===== src/rtl/alu_seq_if.sv =====
// Operand/result handshake bundle for alu_seq: valid/ready on input and output sides.
// master = operand source and result consumer, slave = the ALU.
interface alu_seq_if #(
   parameter int W = 3
) ();
   logic [W-1:0]   a_in;
   logic [W-1:0]   b_in;
   logic [2:0]     sel_in;
   logic           acc_sel;
   logic           in_valid;
   logic           in_ready;
   logic           out_valid;
   logic           out_ready;
   logic [2*W-1:0] alu_out;
   logic           zero_flag;
   logic           carry_flag;

   modport master (
      output a_in, b_in, sel_in, acc_sel, in_valid, out_ready,
      input  in_ready, out_valid, alu_out, zero_flag, carry_flag
   );

   modport slave (
      input  a_in, b_in, sel_in, acc_sel, in_valid, out_ready,
      output in_ready, out_valid, alu_out, zero_flag, carry_flag
   );
endinterface


===== src/rtl/alu_seq.sv =====
// Registered W-bit ALU with valid/ready handshake, accumulator operand and zero/carry flags.
// Single-cycle ops complete on acceptance; MUL iterates one multiplier bit per cycle.
module alu_seq #(
   parameter  int W   = 3,
   localparam int SHW = $clog2(W)
) (
   input logic       clk,
   input logic       rst,
   alu_seq_if.slave  bus
);
   // Wide enough that no bit is lost for any shift amount the SHW-bit field can encode.
   localparam int SHX = W + (1 << SHW);

   typedef enum logic [1:0] {IDLE, MUL, DONE} state_t;

   state_t         state_reg, state_next;
   logic [W-1:0]   acc_reg;
   logic [W-1:0]   mplier_reg;
   logic [2*W-1:0] mcand_reg;
   logic [2*W-1:0] prod_reg;
   logic [SHW:0]   cnt_reg;
   logic [2*W-1:0] alu_out_reg;
   logic           zero_reg;
   logic           carry_reg;

   logic [W-1:0]   op_a;
   logic [W-1:0]   xor_v, and_v, or_v;
   logic [W:0]     add_v, sub_v;
   logic [SHX-1:0] shl_full;
   logic [2*W-1:0] res_next;
   logic           carry_next;
   logic [2*W-1:0] prod_next;
   logic           mul_last;
   logic           accept, retire;
   logic           in_ready_c, out_valid_c;

   assign op_a = bus.acc_sel ? acc_reg : bus.a_in;

   for (genvar gi = 0; gi < W; gi++) begin : g_bit
      assign xor_v[gi] = op_a[gi] ^ bus.b_in[gi];
      assign and_v[gi] = op_a[gi] & bus.b_in[gi];
      assign or_v[gi]  = op_a[gi] | bus.b_in[gi];
   end

   assign add_v    = {1'b0, op_a} + {1'b0, bus.b_in};
   assign sub_v    = {1'b0, op_a} - {1'b0, bus.b_in};
   assign shl_full = {{(SHX-W){1'b0}}, op_a} << bus.b_in[SHW-1:0];

   always_comb begin
      res_next   = '0;
      carry_next = 1'b0;
      case (bus.sel_in)
         3'd0: begin
            res_next   = {{(W-1){1'b0}}, sub_v};
            carry_next = (op_a < bus.b_in);
         end
         3'd1: begin
            res_next   = {{(W-1){1'b0}}, add_v};
            carry_next = add_v[W];
         end
         3'd2: res_next = {{W{1'b0}}, xor_v};
         3'd3: res_next = {{W{1'b0}}, and_v};
         3'd4: res_next = {{W{1'b0}}, or_v};
         3'd5: begin
            res_next   = {{W{1'b0}}, shl_full[W-1:0]};
            carry_next = |shl_full[SHX-1:W];
         end
         3'd7: res_next = {{W{1'b0}}, op_a};
         default: ;
      endcase
   end

   assign prod_next = prod_reg + (mplier_reg[0] ? mcand_reg : '0);
   assign mul_last  = (cnt_reg == (SHW+1)'(W-1));

   always_comb begin
      state_next  = state_reg;
      in_ready_c  = 1'b0;
      out_valid_c = 1'b0;
      case (state_reg)
         IDLE: begin
            in_ready_c = 1'b1;
            if (bus.in_valid)
               state_next = (bus.sel_in == 3'd6) ? MUL : DONE;
         end
         MUL: begin
            if (mul_last)
               state_next = DONE;
         end
         DONE: begin
            out_valid_c = 1'b1;
            if (bus.out_ready)
               state_next = IDLE;
         end
         default: state_next = IDLE;
      endcase
   end

   assign accept = (state_reg == IDLE) && bus.in_valid;
   assign retire = (state_reg == DONE) && bus.out_ready;

   always_ff @(posedge clk) begin
      if (rst)
         state_reg <= IDLE;
      else
         state_reg <= state_next;
   end

   always_ff @(posedge clk) begin
      if (rst) begin
         acc_reg     <= '0;
         alu_out_reg <= '0;
         zero_reg    <= 1'b0;
         carry_reg   <= 1'b0;
         prod_reg    <= '0;
         mcand_reg   <= '0;
         mplier_reg  <= '0;
         cnt_reg     <= '0;
      end else begin
         if (accept) begin
            if (bus.sel_in == 3'd6) begin
               prod_reg   <= '0;
               mcand_reg  <= {{W{1'b0}}, op_a};
               mplier_reg <= bus.b_in;
               cnt_reg    <= '0;
            end else begin
               alu_out_reg <= res_next;
               zero_reg    <= (res_next == '0);
               carry_reg   <= carry_next;
            end
         end
         if (state_reg == MUL) begin
            prod_reg   <= prod_next;
            mcand_reg  <= mcand_reg << 1;
            mplier_reg <= mplier_reg >> 1;
            cnt_reg    <= cnt_reg + 1'b1;
            if (mul_last) begin
               alu_out_reg <= prod_next;
               zero_reg    <= (prod_next == '0);
               carry_reg   <= |prod_next[2*W-1:W];
            end
         end
         // The retired result's low bits become the next accumulator operand.
         if (retire)
            acc_reg <= alu_out_reg[W-1:0];
      end
   end

   assign bus.in_ready   = in_ready_c;
   assign bus.out_valid  = out_valid_c;
   assign bus.alu_out    = alu_out_reg;
   assign bus.zero_flag  = zero_reg;
   assign bus.carry_flag = carry_reg;
endmodule


===== src/flat_wrapper.sv =====
// flat-port wrapper written by rule: the top's interface ports become plain ports
module alu_seq_flat 
#(
   parameter  int W   = 3,
   localparam int SHW = $clog2(W)
)
  (clk, rst, bus_a_in, bus_b_in, bus_sel_in, bus_acc_sel, bus_in_valid, bus_out_ready, bus_in_ready, bus_out_valid, bus_alu_out, bus_zero_flag, bus_carry_flag);
  alu_seq_if #(.W(W)) bus_i ();
  input logic clk;
  input logic rst;
  input wire logic [$bits(bus_i.a_in)-1:0] bus_a_in;
  input wire logic [$bits(bus_i.b_in)-1:0] bus_b_in;
  input wire logic [$bits(bus_i.sel_in)-1:0] bus_sel_in;
  input wire logic [$bits(bus_i.acc_sel)-1:0] bus_acc_sel;
  input wire logic [$bits(bus_i.in_valid)-1:0] bus_in_valid;
  input wire logic [$bits(bus_i.out_ready)-1:0] bus_out_ready;
  output wire logic [$bits(bus_i.in_ready)-1:0] bus_in_ready;
  output wire logic [$bits(bus_i.out_valid)-1:0] bus_out_valid;
  output wire logic [$bits(bus_i.alu_out)-1:0] bus_alu_out;
  output wire logic [$bits(bus_i.zero_flag)-1:0] bus_zero_flag;
  output wire logic [$bits(bus_i.carry_flag)-1:0] bus_carry_flag;
  assign bus_i.a_in = bus_a_in;
  assign bus_i.b_in = bus_b_in;
  assign bus_i.sel_in = bus_sel_in;
  assign bus_i.acc_sel = bus_acc_sel;
  assign bus_i.in_valid = bus_in_valid;
  assign bus_i.out_ready = bus_out_ready;
  assign bus_in_ready = bus_i.in_ready;
  assign bus_out_valid = bus_i.out_valid;
  assign bus_alu_out = bus_i.alu_out;
  assign bus_zero_flag = bus_i.zero_flag;
  assign bus_carry_flag = bus_i.carry_flag;
  alu_seq #(.W(W)) u_core (.clk(clk), .rst(rst), .bus(bus_i));
endmodule

===== config.mk =====
export PLATFORM = sky130hd
export DESIGN_NAME = alu_seq_flat
export DESIGN_NICKNAME = d
export VERILOG_FILES = /design/src/rtl/alu_seq_if.sv /design/src/rtl/alu_seq.sv /design/src/flat_wrapper.sv
export SDC_FILE = /design/constraint.sdc
export NUM_CORES = 1
export LEC_CHECK = 0
export BUFFER_PORTS_ARGS = -buffer_cell sky130_fd_sc_hd__buf_4
export CAP_MARGIN = 30
export CORE_UTILIZATION = 42
export DETAILED_ROUTE_END_ITERATION = 10
export PLACE_DENSITY = 0.63
export SLEW_MARGIN = 20
export SYNTH_ARGS = -nofsm -noshare
export SYNTH_HDL_FRONTEND = slang
export SYNTH_SLANG_ARGS = --single-unit

===== constraint.sdc =====
create_clock -name clk -period 6.4 [get_ports clk]
set_input_delay 0.32 -clock clk [delete_from_list [all_inputs] [get_ports clk]]
set_output_delay 0.32 -clock clk [all_outputs]
set_load 0.01 [all_outputs]

* Word level (Yosys, flattened, before mapping)
Cells that the tools add are included.
Storage, ports and cells: bits in registers 31, output and inout port bits 10, word-level logic and storage cells 88
Operators by class: $add $sub $neg 4, order comparisons 1, equal/unequal tests 13, shifts and indexed selects 1, mux-type cells 35, bitwise operators 9, reduce and logical (&&, ||, !) cells 14
Operators with widths (count):
- $mux 6 | 11
- $pmux 4 s7 | 1
- $mux 2 | 7
- $eq 3x3->1 const B | 4
- $logic_not 6->1 | 2
- $mux 3 | 4
- $mux 1 | 10
- $eq 3x2->1 const B | 3
- $shl 3x2->7 | 1
- $add 6x6->6 | 1
- $pmux 2 s3 | 1
- $add 3x3->4 | 1
- $ne 2x2->1 const B | 2
- $reduce_and 2->1 | 2
- $reduce_bool 2->1 | 2
- $reduce_or 4->1 | 1
- $sub 3x3->4 | 1
- $add 3x1->3 const B | 1
- $and 1x1->1 | 3
- $eq 3x1->1 const B | 1
- $logic_not 3->1 | 1
- $lt 3x3->1 | 1
- $or 1x1->1 | 3
- $pmux 1 s3 | 1
- 9 further kinds | 12

* Longest topological paths before layout
word-level depth 8, depth in mapped cells 10

* Worst setup path after synthesis
OpenSTA, ideal clock, no wires.
kind input port to flip-flop, start input port bus_acc_sel, end register u_core.zero_reg (netlist: u_core.bus.zero_flag), setup time 84 ps, arrival 2536 ps, slack 3780 ps, stages on the path 9, buffers on the path 0, cell sequence mux2i_1 -> inv_1 -> fa_1 -> inv_1 -> fa_1 -> mux2i_1 -> mux4_2 -> a2111o_1 -> o31ai_2
Between the ends: cells in the longest elaborated chain, start to end 8
RTL lines:
- start: declaration | RTL line flat_wrapper.sv:14 | input wire logic [$bits(bus_i.acc_sel)-1:0] bus_acc_sel;
- $mux 3 (*) | RTL line alu_seq.sv:37 | assign op_a = bus.acc_sel ? acc_reg : bus.a_in;
- $add 3x3->4 (tied with other cells) | RTL line alu_seq.sv:45 | assign add_v = {1'b0, op_a} + {1'b0, bus.b_in};
- $pmux 4 s7 (*) | RTL line alu_seq.sv:52 | case (bus.sel_in)
- $logic_not 6->1 (*) | RTL line alu_seq.sv:128 | zero_reg <= (res_next == '0);
- $mux 1 (*) | RTL line alu_seq.sv:121 | if (bus.sel_in == 3'd6) begin
- $mux 1 (*) | RTL line alu_seq.sv:120 | if (accept) begin
- $mux 1 | RTL line alu_seq.sv:137 | if (mul_last) begin
- $mux 1 (*) | RTL line alu_seq.sv:132 | if (state_reg == MUL) begin
- end signal: assignment | RTL line alu_seq.sv:128
- end signal: assignment | RTL line alu_seq.sv:139 | zero_reg <= (prod_next == '0);
- end: declaration | RTL line alu_seq.sv:23 | logic zero_reg;
Mark *: on every way between the ends. The rest lies on a longest branch, timed or not. A chain may end at the register's enable or synchronous reset.

* Worst setup path in the final report
start register u_core.acc_reg[0], end register u_core.zero_reg (netlist: u_core.bus.zero_flag)
Between the ends: cells in the longest elaborated chain, start to end 8
RTL lines:
- start: declaration | RTL line alu_seq.sv:17 | logic [W-1:0] acc_reg;
- start signal: assignment | RTL line alu_seq.sv:145 | acc_reg <= alu_out_reg[W-1:0];
- $mux 3 (*) | RTL line alu_seq.sv:37
- $add 3x3->4 (tied with other cells) | RTL line alu_seq.sv:45
- $pmux 4 s7 (*) | RTL line alu_seq.sv:52
- $logic_not 6->1 (*) | RTL line alu_seq.sv:128
- $mux 1 (*) | RTL line alu_seq.sv:121
- $mux 1 (*) | RTL line alu_seq.sv:120
- $mux 1 | RTL line alu_seq.sv:137
- $mux 1 (*) | RTL line alu_seq.sv:132
Marked as above.

==> out/qor.txt <==
Status - completed
Clock root cell - clkbuf_8
Port buffer count - 23
Tmin final - 2.853 ns
Pre-CTS WS - 3.389 ns
Post-Synthesis Cells - 267
Mapped Area - 2177 um2
Die width - 74.00 um
Largest net degree at the start of global routing - 33
Warnings, synthesis - 0
Period utilisation layout - 44.58%
Leak - 1.048 nW
DR DRC count - 0
Worst skew pair latency - 0.27 ns
#FFs+latches synth - 31
Top-Level Pins - 24
Gr ovfl total - 0
Final Hold Violating Endpoints - 0
Clk slew on worst S/H paths - 0.06 ns
Crit Path Category - register to register
Asr flop ratio synth - 0%
Most frequent cells in the layout - dfxtp_1, nand2_1, nor2_1
Post-CTS Resized - 0
RSZ-0062 raised after global routing - no
Initial DRC count - 101
Num rows - 25
TritonCTS clock tree - built
Via/cell ratio - 5.596
Initial antenna violation count - 0
PD cells - 181.2 nW/um2
CTS Buffer Depth - 2
Layout overhead on the synthesized area - 13.91%
Die ar. - 5475 um2
Final nets - 321
Final WS setup - 3.547 ns
First-pass GRT wire length - 8832 um
Vias in the first global route - 1911
DRT Wirelength - 5066 um
GR Util All Layers - 20.92%
Nature of the critical path endpoint - register
Seq/Total Area, Yosys - 28.51%
Remaining antenna violation count - 0
Tightest Pin Transition - 0.7318 ns
Commonest non-fill, non-tap cell in the layout - dfxtp_1
Final HPWL DP - 3762 um
Drt wl/cell - 14.31 um
# setup viols final - 0
Max Slew Vio Count - 0
Slew HR - 51.08%
Worst Path Required - 6.59 ns
# clock sinks - 31
Peak supply drop - 0.09653 mV
Crit path DAT - 3.05 ns
Finished Cell Area - 2480 um2
Post-DP Area - 2380 um2
DR vias - 1981
Placer Congestion - 0.8419
Setup bufs post-CTS - 0
CTS Hold Bufs - 0
Startpoint type of the worst setup path - register
Fmax achieved - 350.5 MHz
HP Class - input port to register
Setup Skew - 0.004777 ns
TNS Setup - 0 ns
Initial Utilization - 44.90%
CP max FO - 5
Layout cells sized above 1 - 14.29%
H-tree levels - 2
Fill count - 488
TritonCTS buffer count - 5
Synth Net Count - 302
Syn_area_per_cell - 8.154 um2
Core area - 4848 um2
Drt first pass iters - 4
Number of diodes - 0
Synth Flop Type - dfxtp_1
Distinct cells, synth - 54
Max Cap Viol - 0
Die Y - 74.00 um
Post-synth EDFFs - 0
stage by stage:
step / hold slack, ns / power (W) / utilization (%) / cells
after floorplan: 0.4401 / 0.0002597 / - / 267
after global placement: 0.4558 / 0.0002876 / 49.08 / 346
after detailed placement: 0.4603 / 0.0002873 / 49.08 / 346
after CTS: 0.3384 / 0.0004552 / 51.15 / 354
after global routing: 0.3606 / 0.0004776 / 51.15 / 354
final: 0.3482 / 0.0004495 / 51.15 / 354
report_power, final:
part | internal, W | switching (W)
clock | 0.0000980 | 0.0000671
combinational | 0.0000346 | 0.0000463
sequential | 0.000198 | 0.00000527
critical path, stage by stage, from the launching register on:
cell      delay, ns
dfxtp_1        0.32
mux2i_1        0.41
ha_1           0.26
inv_1          0.06
fa_1           0.35
inv_1          0.08
fa_1           0.16
mux2i_1        0.06
mux4_2         0.45
a2111o_1       0.39
o31ai_2        0.23
cell families (layout without fill, tap and decap cells):
logic type	after synthesis	after routing	synth area share [%]
and+or+nand+nor	107	107	24.37
AOI/OAI and AO/OA	67	67	21.26
muxes	7	7	4.713
xor gates and xnor gates	4	4	1.609
DFF	31	31	28.51
adders and majority gates	21	21	13.45
buffers and inverters	30	50	6.092
layer usage:
metal	global-route usage, %	routed length (um)	share of wire, %
met4	5.556	53	1.0
met3	4.336	187	3.7
met5	0	0	0
met2	31.41	2226	44
met1	30.39	2598	51
area by class of cell:
class	count	area, um2	share of cell area [%]
Tap cell	67	83.83	3.380
Clock buffer	8	100.1	4.036
Multi-Input combinational cell	206	1424	57.42
Timing Repair Buffer	25	187.7	7.568
Sequential cell	31	620.6	25.03
Inverter	17	63.81	2.573
cell usage after synthesis (2+ instances only):
| cell | count | share of area (%) |
|---|---|---|
| nor2b_1 | 2 | 0.57 |
| nor3_1 | 7 | 1.6 |
| dfxtp_1 | 31 | 29 |
| a2111oi_0 | 2 | 0.80 |
| nand2b_1 | 5 | 1.4 |
| or4b_2 | 2 | 0.92 |
| nor2_1 | 27 | 4.7 |
| a211o_1 | 4 | 1.6 |
| o211ai_1 | 3 | 1.0 |
| xor2_1 | 3 | 1.2 |
| nand3_1 | 17 | 3.9 |
| a21oi_1 | 25 | 5.7 |
| o21ai_0 | 4 | 0.92 |
| o21a_1 | 2 | 0.69 |
| clkbuf_1 | 9 | 1.6 |
| a211oi_1 | 3 | 1.0 |
| ha_1 | 17 | 9.8 |
| buf_6 | 2 | 1.0 |
| a21o_1 | 5 | 1.7 |
| mux2i_1 | 4 | 1.8 |
| and2_1 | 7 | 2.0 |
| nand3b_1 | 3 | 1.0 |
| fa_1 | 4 | 3.7 |
| a221oi_1 | 3 | 1.2 |
| and3_1 | 2 | 0.57 |
| a22oi_1 | 2 | 0.69 |
| nand2_1 | 28 | 4.8 |
| inv_1 | 17 | 2.9 |
| a31oi_1 | 2 | 0.57 |
worst paths after layout:
kind / startpoint / end / slack [ns] / depth (start not counted)
setup / recovery: u_core.acc_reg[0] / u_core.bus.zero_flag / 3.55 / 10
hold / removal: bus_out_ready / u_core.acc_reg[2] / 0.35 / 3
setup reg to reg: u_core.acc_reg[0] / u_core.bus.zero_flag / 3.55 / 10
hold reg to reg: u_core.mcand_reg[3] / u_core.mcand_reg[4] / 0.47 / 2
(Power assumes the default switching activity.)
